==> config.mk <==
export PLATFORM = sky130hd
export DESIGN_NAME = mcm_pack_param
export DESIGN_NICKNAME = d
export VERILOG_FILES = /design/src/rtl/mcm_pack_param.sv
export SDC_FILE = /design/constraint.sdc
export NUM_CORES = 1
export LEC_CHECK = 0
export BUFFER_PORTS_ARGS = -buffer_cell sky130_fd_sc_hd__buf_2
export CAP_MARGIN = 0
export CORE_MARGIN = 4
export CORE_UTILIZATION = 54
export CTS_CLUSTER_SIZE = 8
export DETAILED_ROUTE_END_ITERATION = 6
export PLACE_DENSITY = 0.79
export SLEW_MARGIN = 20
export SYNTH_ARGS = -nofsm -noshare
export SYNTH_HDL_FRONTEND = slang
export SYNTH_SLANG_ARGS = --single-unit
==> constraint.sdc <==
create_clock -name clk -period 3.1 [get_ports clk]
set_input_delay 0.62 -clock clk [delete_from_list [all_inputs] [get_ports clk]]
set_output_delay 0.62 -clock clk [all_outputs]
set_load 0.1 [all_outputs]
==> src/rtl/mcm_pack_param.sv <==
// mcm_pack_param
// Reads a frame of NBYTES bytes from MCM RAM after a rising edge of the
// coordinator done signal. It packs the bytes MSB-first into OUT_W-bit orbit
// words, or in raw mode passes each byte through zero-extended. The words are
// written to the group distributor starting at a latched base address.
//
// Ports:
//   clk, reset        clock, asynchronous active-low reset
//   iDone             coordinator done; a rising edge starts a frame
//   iMode, iWrBase    packed/raw select and first write address, latched at start
//   iData             RAM read data, valid RD_LAT cycles after oRdEn
//   oRdAddr, oRdEn    RAM read address and enable
//   iBusy             LCB busy; stalls RAM reads and distributor writes
//   oData, oAddr      orbit word and distributor address
//   oWren             distributor write strobe
//   oBusy             frame in progress
//   oFrameDone        one-cycle pulse at end of frame
//   oOverrun          one-cycle pulse when a start edge arrives mid-frame
module mcm_pack_param #(
  parameter int IN_W   = 8,
  parameter int OUT_W  = 12,
  parameter int RD_AW  = 8,
  parameter int WR_AW  = 10,
  parameter int NBYTES = 192,
  parameter int RD_LAT = 1
) (
  input  logic             clk,
  input  logic             reset,
  input  logic             iDone,
  input  logic             iMode,
  input  logic [WR_AW-1:0] iWrBase,
  input  logic [IN_W-1:0]  iData,
  output logic [RD_AW-1:0] oRdAddr,
  output logic             oRdEn,
  input  logic             iBusy,
  output logic [OUT_W-1:0] oData,
  output logic [WR_AW-1:0] oAddr,
  output logic             oWren,
  output logic             oBusy,
  output logic             oFrameDone,
  output logic             oOverrun
);

  localparam int ACC_W = OUT_W + IN_W - 1;
  localparam int CW    = $clog2(ACC_W + 1);
  localparam int BW    = RD_AW + 1;
  localparam logic [CW-1:0] OUT_W_C  = CW'(OUT_W);
  localparam logic [CW-1:0] IN_W_C   = CW'(IN_W);
  localparam logic [BW-1:0] NBYTES_C = BW'(NBYTES);
  // Last value of the LAT wait counter; unused when RD_LAT is 1.
  localparam logic [3:0]    LAT_LAST = 4'(RD_LAT - 2);

  typedef enum logic [2:0] {S_IDLE, S_RD, S_LAT, S_CAP, S_WR, S_FLUSH, S_FIN} state_t;

  // The valid bits sit in acc[cnt-1:0], oldest bit highest. A full word is the
  // top OUT_W of them.
  function automatic logic [OUT_W-1:0] top_word(input logic [ACC_W-1:0] acc,
                                                input logic [CW-1:0] cnt);
    logic [ACC_W-1:0] sh;
    sh = acc >> (cnt - OUT_W_C);
    return sh[OUT_W-1:0];
  endfunction

  // The residual bits (cnt < OUT_W) are moved to the MSB end of the word, and the
  // LSBs are zero-filled.
  function automatic logic [OUT_W-1:0] flush_word(input logic [ACC_W-1:0] acc,
                                                  input logic [CW-1:0] cnt);
    logic [ACC_W-1:0] sh;
    sh = acc << (OUT_W_C - cnt);
    return sh[OUT_W-1:0];
  endfunction

  state_t           state_q, state_d;
  logic             done_q, done_d;
  logic             mode_q, mode_d;
  logic [WR_AW-1:0] base_q, base_d;
  logic [ACC_W-1:0] acc_q, acc_d;
  logic [CW-1:0]    cnt_q, cnt_d;
  logic [BW-1:0]    byte_q, byte_d;
  logic [WR_AW-1:0] widx_q, widx_d;
  logic [3:0]       lat_q, lat_d;
  logic [RD_AW-1:0] rd_addr_q, rd_addr_d;
  logic [OUT_W-1:0] data_q, data_d;
  logic [WR_AW-1:0] addr_q, addr_d;
  logic             busy_q, busy_d;
  logic             fd_q, fd_d;
  logic             ovr_q, ovr_d;

  logic             rise;
  logic [ACC_W-1:0] acc_n;
  logic [CW-1:0]    cnt_n;
  logic [BW-1:0]    next_byte;

  // Next-state and datapath logic for the frame sequencer.
  always_comb begin
    state_d   = state_q;
    done_d    = iDone;
    mode_d    = mode_q;
    base_d    = base_q;
    acc_d     = acc_q;
    cnt_d     = cnt_q;
    byte_d    = byte_q;
    widx_d    = widx_q;
    lat_d     = lat_q;
    rd_addr_d = rd_addr_q;
    data_d    = data_q;
    addr_d    = addr_q;
    rise      = iDone && !done_q;
    acc_n     = (acc_q << IN_W) | ACC_W'(iData);
    cnt_n     = cnt_q + IN_W_C;
    next_byte = byte_q + BW'(1);

    case (state_q)
      S_IDLE: begin
        if (rise) begin
          mode_d    = iMode;
          base_d    = iWrBase;
          acc_d     = '0;
          cnt_d     = '0;
          byte_d    = '0;
          widx_d    = '0;
          rd_addr_d = '0;
          state_d   = S_RD;
        end else begin
          state_d = S_IDLE;
        end
      end
      S_RD: begin
        if (!iBusy) begin
          lat_d   = '0;
          state_d = (RD_LAT > 1) ? S_LAT : S_CAP;
        end else begin
          state_d = S_RD;
        end
      end
      S_LAT: begin
        if (lat_q == LAT_LAST) begin
          state_d = S_CAP;
        end else begin
          lat_d = lat_q + 4'd1;
        end
      end
      S_CAP: begin
        byte_d = next_byte;
        if (mode_q) begin
          data_d  = OUT_W'(iData);
          addr_d  = base_q + widx_q;
          state_d = S_WR;
        end else if (cnt_n >= OUT_W_C) begin
          acc_d   = acc_n;
          data_d  = top_word(acc_n, cnt_n);
          cnt_d   = cnt_n - OUT_W_C;
          addr_d  = base_q + widx_q;
          state_d = S_WR;
        end else begin
          acc_d = acc_n;
          cnt_d = cnt_n;
          if (next_byte < NBYTES_C) begin
            rd_addr_d = next_byte[RD_AW-1:0];
            state_d   = S_RD;
          end else begin
            state_d = S_FLUSH;
          end
        end
      end
      S_WR: begin
        // oData/oAddr are loaded on entry, so they stay stable through a stall.
        if (!iBusy) begin
          widx_d = widx_q + WR_AW'(1);
          if (cnt_q >= OUT_W_C) begin
            data_d = top_word(acc_q, cnt_q);
            cnt_d  = cnt_q - OUT_W_C;
            addr_d = base_q + widx_q + WR_AW'(1);
          end else if (byte_q < NBYTES_C) begin
            rd_addr_d = byte_q[RD_AW-1:0];
            state_d   = S_RD;
          end else begin
            state_d = S_FLUSH;
          end
        end else begin
          state_d = S_WR;
        end
      end
      S_FLUSH: begin
        // The partial word goes through WR; WR returns here with cnt == 0.
        if (cnt_q != '0) begin
          data_d  = flush_word(acc_q, cnt_q);
          cnt_d   = '0;
          addr_d  = base_q + widx_q;
          state_d = S_WR;
        end else begin
          state_d = S_FIN;
        end
      end
      S_FIN: begin
        state_d = S_IDLE;
      end
      default: begin
        state_d = S_IDLE;
      end
    endcase

    ovr_d  = rise && (state_q != S_IDLE);
    busy_d = (state_d != S_IDLE);
    fd_d   = (state_d == S_FIN);
  end

  // State and output registers.
  always_ff @(posedge clk or negedge reset) begin
    if (!reset) begin
      state_q   <= S_IDLE;
      done_q    <= 1'b0;
      mode_q    <= 1'b0;
      base_q    <= '0;
      acc_q     <= '0;
      cnt_q     <= '0;
      byte_q    <= '0;
      widx_q    <= '0;
      lat_q     <= '0;
      rd_addr_q <= '0;
      data_q    <= '0;
      addr_q    <= '0;
      busy_q    <= 1'b0;
      fd_q      <= 1'b0;
      ovr_q     <= 1'b0;
    end else begin
      state_q   <= state_d;
      done_q    <= done_d;
      mode_q    <= mode_d;
      base_q    <= base_d;
      acc_q     <= acc_d;
      cnt_q     <= cnt_d;
      byte_q    <= byte_d;
      widx_q    <= widx_d;
      lat_q     <= lat_d;
      rd_addr_q <= rd_addr_d;
      data_q    <= data_d;
      addr_q    <= addr_d;
      busy_q    <= busy_d;
      fd_q      <= fd_d;
      ovr_q     <= ovr_d;
    end
  end

  // Strobes are decoded from the state register. They are gated with iBusy in
  // the same cycle, so a busy that rises on the strobe cycle still blocks it.
  assign oRdEn      = (state_q == S_RD) && !iBusy;
  assign oWren      = (state_q == S_WR) && !iBusy;
  assign oRdAddr    = rd_addr_q;
  assign oData      = data_q;
  assign oAddr      = addr_q;
  assign oBusy      = busy_q;
  assign oFrameDone = fd_q;
  assign oOverrun   = ovr_q;

endmodule

==> results of run 1 <==
-- cells in the final DEF (no fill, tap or decap), types with 3 or more instances in the layout --
| master | instances |
|---|---|
| nand3_1 | 17 |
| or4_1 | 3 |
| a22o_1 | 22 |
| or3_1 | 10 |
| o31ai_1 | 5 |
| a22oi_1 | 7 |
| a211oi_1 | 4 |
| a221o_1 | 4 |
| clkbuf_8 | 9 |
| nand2b_1 | 9 |
| buf_2 | 56 |
| mux2i_1 | 21 |
| nor2_1 | 47 |
| buf_4 | 16 |
| xnor2_1 | 7 |
| a31oi_1 | 3 |
| nor3_1 | 12 |
| o22ai_1 | 8 |
| nand4_1 | 9 |
| ha_1 | 20 |
| and3_1 | 11 |
| nand2_1 | 67 |
| and2_1 | 11 |
| xor2_1 | 13 |
| o21ai_0 | 48 |
| o211ai_1 | 4 |
| dfrtp_1 | 93 |
| mux4_2 | 4 |
| nor3b_1 | 4 |
| a222oi_1 | 4 |
| nand3b_1 | 5 |
| inv_1 | 13 |
| a221oi_1 | 10 |
| a21oi_1 | 38 |
| mux2_2 | 22 |
-- power groups by stage --
stage	Sequential (W)	Clock, W	Combinational, W
5_1_grt	0.00209	0.000992	0.00383
3_5_place_dp	0.00203	0	0.00353
3_3_place_gp	0.00202	0	0.00346
4_1_cts	0.00202	0.000939	0.00355
2_1_floorplan	0.00283	0	0.00192
6_report	0.00203	0.000925	0.00357
-- worst register-to-register path, delay by kind of cell, from the launching register on --
| kind | cells | cell delay, ns |
|---|---|---|
| simple gates | 2 | 1.07 |
| buf+inv | 1 | 0.18 |
| flops | 1 | 0.39 |
| mux | 1 | 0.16 |
| fa+ha+maj | 2 | 0.59 |
| compound gates | 3 | 0.27 |
-- layout make-up --
class | count | area [um2] | area share
timing repair buffer | 73 | 420.4 | 0.06370
tap | 136 | 170.2 | 0.02578
multi-input combinational | 498 | 3408 | 0.5164
inverter | 14 | 52.55 | 0.007962
sequential | 93 | 2327 | 0.3526
clock inverter | 6 | 93.84 | 0.01422
clock buffer | 10 | 127.6 | 0.01934
-- per-layer routing --
metal	vias to the layer above	routed length (um)	part of all wire	global-route usage
li1	2484	-	-	-
met2	236	7185	0.46	0.3768
met1	2575	6962	0.45	0.3548
met3	22	1266	0.081	0.05829
met5	-	0	0	0
met4	0	221	0.014	0.07853
-- flip-flops by register name, summed over array words and instances, names as in the netlist --
signal / cells
mode_q: 1
oRdAddr: 8
oData: 12
oOverrun: 1
oBusy: 1
done_q: 1
oAddr: 10
acc_q: 19
byte_q: 9
lat_q: 4
widx_q: 10
base_q: 10
cnt_q: 3
state_q: 3
oFrameDone: 1
-- cells by family after synthesis --
group,synth area share
simple gates,0.1958
flops,0.3925
fa+ha+maj,0.04558
mux,0.09243
xor+xnor,0.02954
buf+inv,0.03355
compound gates,0.2106
-- worst paths after layout --
kind / from / end
min in group clk: iDone / done_q$_DFF_PN0_
hold reg to reg: oData[10]$_DFFE_PN0P_ / oData[10]$_DFFE_PN0P_
setup / recovery: state_q[0]$_DFF_PN0_ / oRdEn
setup reg to reg: cnt_q[3]$_DFFE_PN0P_ / oData[3]$_DFFE_PN0P_
hold / removal: reset / oData[3]$_DFFE_PN0P_
max in group asynchronous: reset / byte_q[6]$_DFFE_PN0P_
-- per-stage QoR --
step                      total power, W  utilization  cell area [um2]
after floorplan                 0.004745            -             5934
after global placement          0.005479       0.6070             6379
after detailed placement        0.005563       0.6070             6379
after CTS                       0.006504       0.6281             6600
after global routing            0.006913       0.6281             6600
final                           0.006527       0.6281             6600
==> impl_metrics.env, run 1 <==
export IMPL_outcome="complete, but fails checks"
export IMPL_violations="DRC"
export IMPL_die_w_um=112.8
export IMPL_intPower_w=0.003123
export IMPL_die_height_um=112.8
export IMPL_synth_edf_count=0
export IMPL_cp_end_kind="primary output"
export IMPL_p_sw_frac=0.5215
export IMPL_root_buffer="clkbuf_8"
export IMPL_worst_hold_slack_ns=0.2290
export IMPL_rows=37
export IMPL_clkLatencyLatePin_ns=0.40
export IMPL_power_switching_w=0.003403
export IMPL_synth_area_leaders="dfrtp_1, nand2_1, ha_1"
export IMPL_ir_worst_vdd_v=0.001311
export IMPL_synth_fp_nets=686
export IMPL_dr_pass1_iters=7
export IMPL_r2r_cells=9
export IMPL_drive_above_1_share=0.1859
export IMPL_tns_ns=0
export IMPL_vias_per_cell=6.406
export IMPL_cts_sinks=93
export IMPL_yosysTopAreaCell="dfrtp_1"
export IMPL_vias=5317
export IMPL_clk_pin_slew_ns=0.10
export IMPL_setup_violations_final=0
export IMPL_wirelength_um=15640
export IMPL_slowest_delay_ns=0.73
export IMPL_cts_repair_resized=0
export IMPL_worstMarginPinSlew_ns=0.6165
export IMPL_crit_chain="nand2b_1 > nor3_2 > buf_2"
export IMPL_r2r_setup_slack_ns=0.40
export IMPL_post_place_ws_ns=0.4571
export IMPL_synth_cells=642
export IMPL_cp_required_ns=2.48
export IMPL_diodes=0
export IMPL_num_io_pins=58
export IMPL_rsz0062_at_grt="false"
export IMPL_final_cells=830
export IMPL_dp_cells=814
export IMPL_first_iter_violations=518
export IMPL_final_max_slew_violation_count=0
export IMPL_seq_area_frac_synth=0.3925
export IMPL_relSlewSlack=0.5890
export IMPL_crit_path_top_delay_cell="dfrtp_1"
export IMPL_maxClockFrequency_mhz=357.0
export IMPL_grt_start_max_net_pins=49
export IMPL_synth_top_area_frac=0.3925
export IMPL_syn_avg_cell_area_um2=9.236
export IMPL_critPathLaunchType="register"
export IMPL_cts_setup_buffers=0
export IMPL_numPortBuffers=57
export IMPL_synthTopCellsByCount="dfrtp_1, nand2_1, o21ai_0"
export IMPL_yosysUniqueCellTypes=75
export IMPL_seqPwrFrac=0.311
export IMPL_grt_pass1_vias=5122
export IMPL_syn_cell_area_mm2=0.005929
export IMPL_combPwrFrac=0.547
export IMPL_yosysMostFrequentCell="dfrtp_1"
export IMPL_hp_class="in2async"
export IMPL_fill_cells=882
export IMPL_cts_tree="yes"
export IMPL_grt_overflow_total=0
export IMPL_htreeDepth=3
export IMPL_power_frac_clock=0.142
export IMPL_cts_hold_fix_buffers=0
export IMPL_wl_per_cell_um=18.84
export IMPL_clockBufferDepth=2
export IMPL_grt_pass1_wl_um=25900
export IMPL_dp_hpwl_um=11210
export IMPL_path_max_fanout=18
export IMPL_core_area_mm2=0.01051
export IMPL_post_route_drc_count=13
export IMPL_crit_family="flip-flops"
export IMPL_critPathBufInv=1
export IMPL_synth_main_ff_cell="dfrtp_1"
export IMPL_worstSetupPathType="reg2out"
export IMPL_syn_to_final_growth_pct=11.31
export IMPL_grt_use_total=0.2488
export IMPL_antenna_found_initial=0
export IMPL_fin_crit_ns=2.801
export IMPL_fin_crit_sh=0.9036
export IMPL_powerDensity_mw_per_mm2=988.9
export IMPL_hold_viol_final=0
export IMPL_finClkSkew_ns=0.01051
export IMPL_fin_nets=733
export IMPL_ant_nets=0
export IMPL_initial_core_util=0.5642
export IMPL_ys_seq_elements=93
export IMPL_maxCapViolations=0
export IMPL_yosysWarnings=0
export IMPL_die_area_mm2=0.01272
export IMPL_place_congestion=0.9673
export IMPL_final_setup_worst_slack_ns=0.2989
export IMPL_cts_buffers=9
export IMPL_leakage_nw=2.993
export IMPL_async_flop_share=1.000
export IMPL_cp_depth=3
export IMPL_critPathArrivalTime_ns=2.18
Note: power is estimated with default switching activity, not from simulation.
==> run 2: changes to the inputs <==
==> constraint.sdc (replaced) <==
create_clock -name clk -period 3.1 [get_ports clk]
set_input_delay 0.31 -clock clk [delete_from_list [all_inputs] [get_ports clk]]
set_output_delay 0.31 -clock clk [all_outputs]
set_load 0.1 [all_outputs]
==> impl_metrics.env, run 2 (synthesis results as in run 1) <==
export IMPL_ir_worst_vdd_v=0.001282
export IMPL_rows=37
export IMPL_worstMarginPinSlew_ns=0.5781
export IMPL_cts_repair_resized=0
export IMPL_final_max_slew_violation_count=0
export IMPL_critPathBufInv=1
export IMPL_fin_nets=734
export IMPL_post_dp_cell_area_mm2=0.006379
export IMPL_mostFrequentLayoutCell="dfrtp_1"
export IMPL_clk_pin_slew_ns=0.09
export IMPL_final_setup_worst_slack_ns=0.3910
export IMPL_first_iter_violations=517
export IMPL_crit_family="simple AND/OR/NAND/NOR gates"
export IMPL_initial_core_util=0.5642
export IMPL_maxClockFrequency_mhz=369.1
export IMPL_clkLatencyLatePin_ns=0.38
export IMPL_wl_met3_um=1323
export IMPL_fin_crit_ns=2.709
export IMPL_cts_setup_buffers=0
export IMPL_numPortBuffers=57
export IMPL_maxCapViolations=0
export IMPL_vias_per_cell=6.473
export IMPL_vias=5373
export IMPL_grt_use_total=0.2496
export IMPL_dr_pass1_iters=5
export IMPL_dp_cells=814
export IMPL_relSlewSlack=0.6105
export IMPL_die_area_mm2=0.01272
export IMPL_place_congestion=0.9732
export IMPL_slowest_delay_ns=0.76
export IMPL_hp_class="in2reg"
export IMPL_htreeDepth=3
export IMPL_cts_sinks=93
export IMPL_num_io_pins=58
export IMPL_ant_nets=0
export IMPL_largest_reg_flops=19
export IMPL_dp_hpwl_um=11220
export IMPL_path_max_fanout=9
export IMPL_wl_met1_um=6868
export IMPL_setup_violations_final=0
export IMPL_hold_viol_final=0
export IMPL_critPathLaunchType="register"
export IMPL_crit_chain="buf_4 > ha_1 > ha_1 > or4b_1 > or2_1 > o21ai_0 > a221oi_1 > o21ai_0 > mux2_2"
export IMPL_worstSetupPathType="reg2reg"
export IMPL_wl_per_cell_um=18.74
export IMPL_crit_path_top_delay_cell="or4b_1"
export IMPL_root_buffer="clkbuf_8"
export IMPL_grt_pass1_vias=5152
export IMPL_post_place_ws_ns=0.4485
export IMPL_grt_start_max_net_pins=54
export IMPL_fin_crit_sh=0.8739
export IMPL_leakage_nw=2.985
export IMPL_final_cell_mix="dfrtp_1, nand2_1, buf_2, o21ai_0, nor2_1"
export IMPL_finClkSkew_ns=0.01532
export IMPL_top_register="acc_q"
export IMPL_grt_overflow_total=0
export IMPL_cts_hold_fix_buffers=1
export IMPL_core_area_mm2=0.01051
export IMPL_post_route_drc_count=0
export IMPL_cts_tree="yes"
export IMPL_fin_area_mm2=0.006578
export IMPL_cp_required_ns=3.41
export IMPL_syn_to_final_growth_pct=10.93
export IMPL_die_w_um=112.8
export IMPL_wirelength_um=15560
export IMPL_diodes=0
export IMPL_drive_above_1_share=0.1859
export IMPL_grt_pass1_wl_um=26160
export IMPL_outcome="finished clean"
export IMPL_cp_end_kind="register"
export IMPL_tns_ns=0
export IMPL_powerDensity_mw_per_mm2=976.2
export IMPL_die_height_um=112.8
export IMPL_worst_hold_slack_ns=0.04768
export IMPL_top_layer="met4"
export IMPL_rsz0062_at_grt="false"
export IMPL_met2WireLength_um=7010
export IMPL_final_cells=830
export IMPL_cts_buffers=9
export IMPL_antenna_found_initial=0
export IMPL_critPathArrivalTime_ns=3.02
export IMPL_clockBufferDepth=2
==> run 2: cell types whose count changed in the layout (fill, tap and decap cells not counted), sizes merged <==
cell,previous run,this run
bufinv,2,1
clkbuf,10,9
clkinv,1,4
dlygate4sd3,0,1
inv,16,14
==> run 2: report_power, final <==
part | switching [W] | leakage [nW] | total (W) | internal [W]
Combinational | 0.00249 | 1.66 | 0.00358 | 0.00109
Clock | 0.000443 | 0.0950 | 0.000811 | 0.000368
Sequential | 0.000454 | 1.23 | 0.00203 | 0.00157
Total | 0.00339 | 2.99 | 0.00642 | 0.00303
==> run 2: cell type report <==
| cell class | count | area, um2 |
|---|---|---|
| inverters | 14 | 52.55 |
| clock inverters | 6 | 65.06 |
| clock buffers | 9 | 123.9 |
| multi-input cells | 498 | 3408 |
| well taps | 136 | 170.2 |
| fillers | 910 | 3931 |
| flip-flops and latches | 93 | 2327 |
| repair buffers | 74 | 430.4 |
==> run 2: path summary, 6_finish.rpt <==
path | depth (start not counted) | end | slack [ns] | from
max reg2reg | 9 | oData[3]$_DFFE_PN0P_ | 0.39 | cnt_q[3]$_DFFE_PN0P_
max | 9 | oData[3]$_DFFE_PN0P_ | 0.39 | cnt_q[3]$_DFFE_PN0P_
max in group asynchronous | 3 | widx_q[4]$_DFFE_PN0P_ | 1.99 | reset
min reg2reg | 2 | oData[10]$_DFFE_PN0P_ | 0.48 | oData[10]$_DFFE_PN0P_
min in group asynchronous | 2 | acc_q[3]$_DFFE_PN0P_ | 0.46 | reset
min | 1 | done_q$_DFF_PN0_ | 0.05 | iDone
==> run 2: worst register-to-register path: cells and delay by family (launching register included) <==
kind	cells	cell delay [ns]
AO/OA/AOI/OAI	3	0.27
adder cells (fa/ha/maj)	2	0.59
buffers and inverters	1	0.17
flip-flops	1	0.38
multiplexers	1	0.16
AND/OR/NAND/NOR	2	1.08
==> run 2: layer usage <==
| layer | up-vias | track usage |
|---|---|---|
| li1 | 2492 | - |
| met1 | 2601 | 0.3651 |
| met2 | 248 | 0.3724 |
| met3 | 32 | 0.04225 |
| met4 | 0 | 0.09295 |
| met5 | - | 0 |
==> run 2: through the flow <==
stage / total power [W] / util
finish: 0.006421 / 0.6259
floorplan: 0.004745 / -
detailed placement: 0.005567 / 0.6070
CTS: 0.006403 / 0.6259
global route: 0.006815 / 0.6259
global placement: 0.005478 / 0.6070
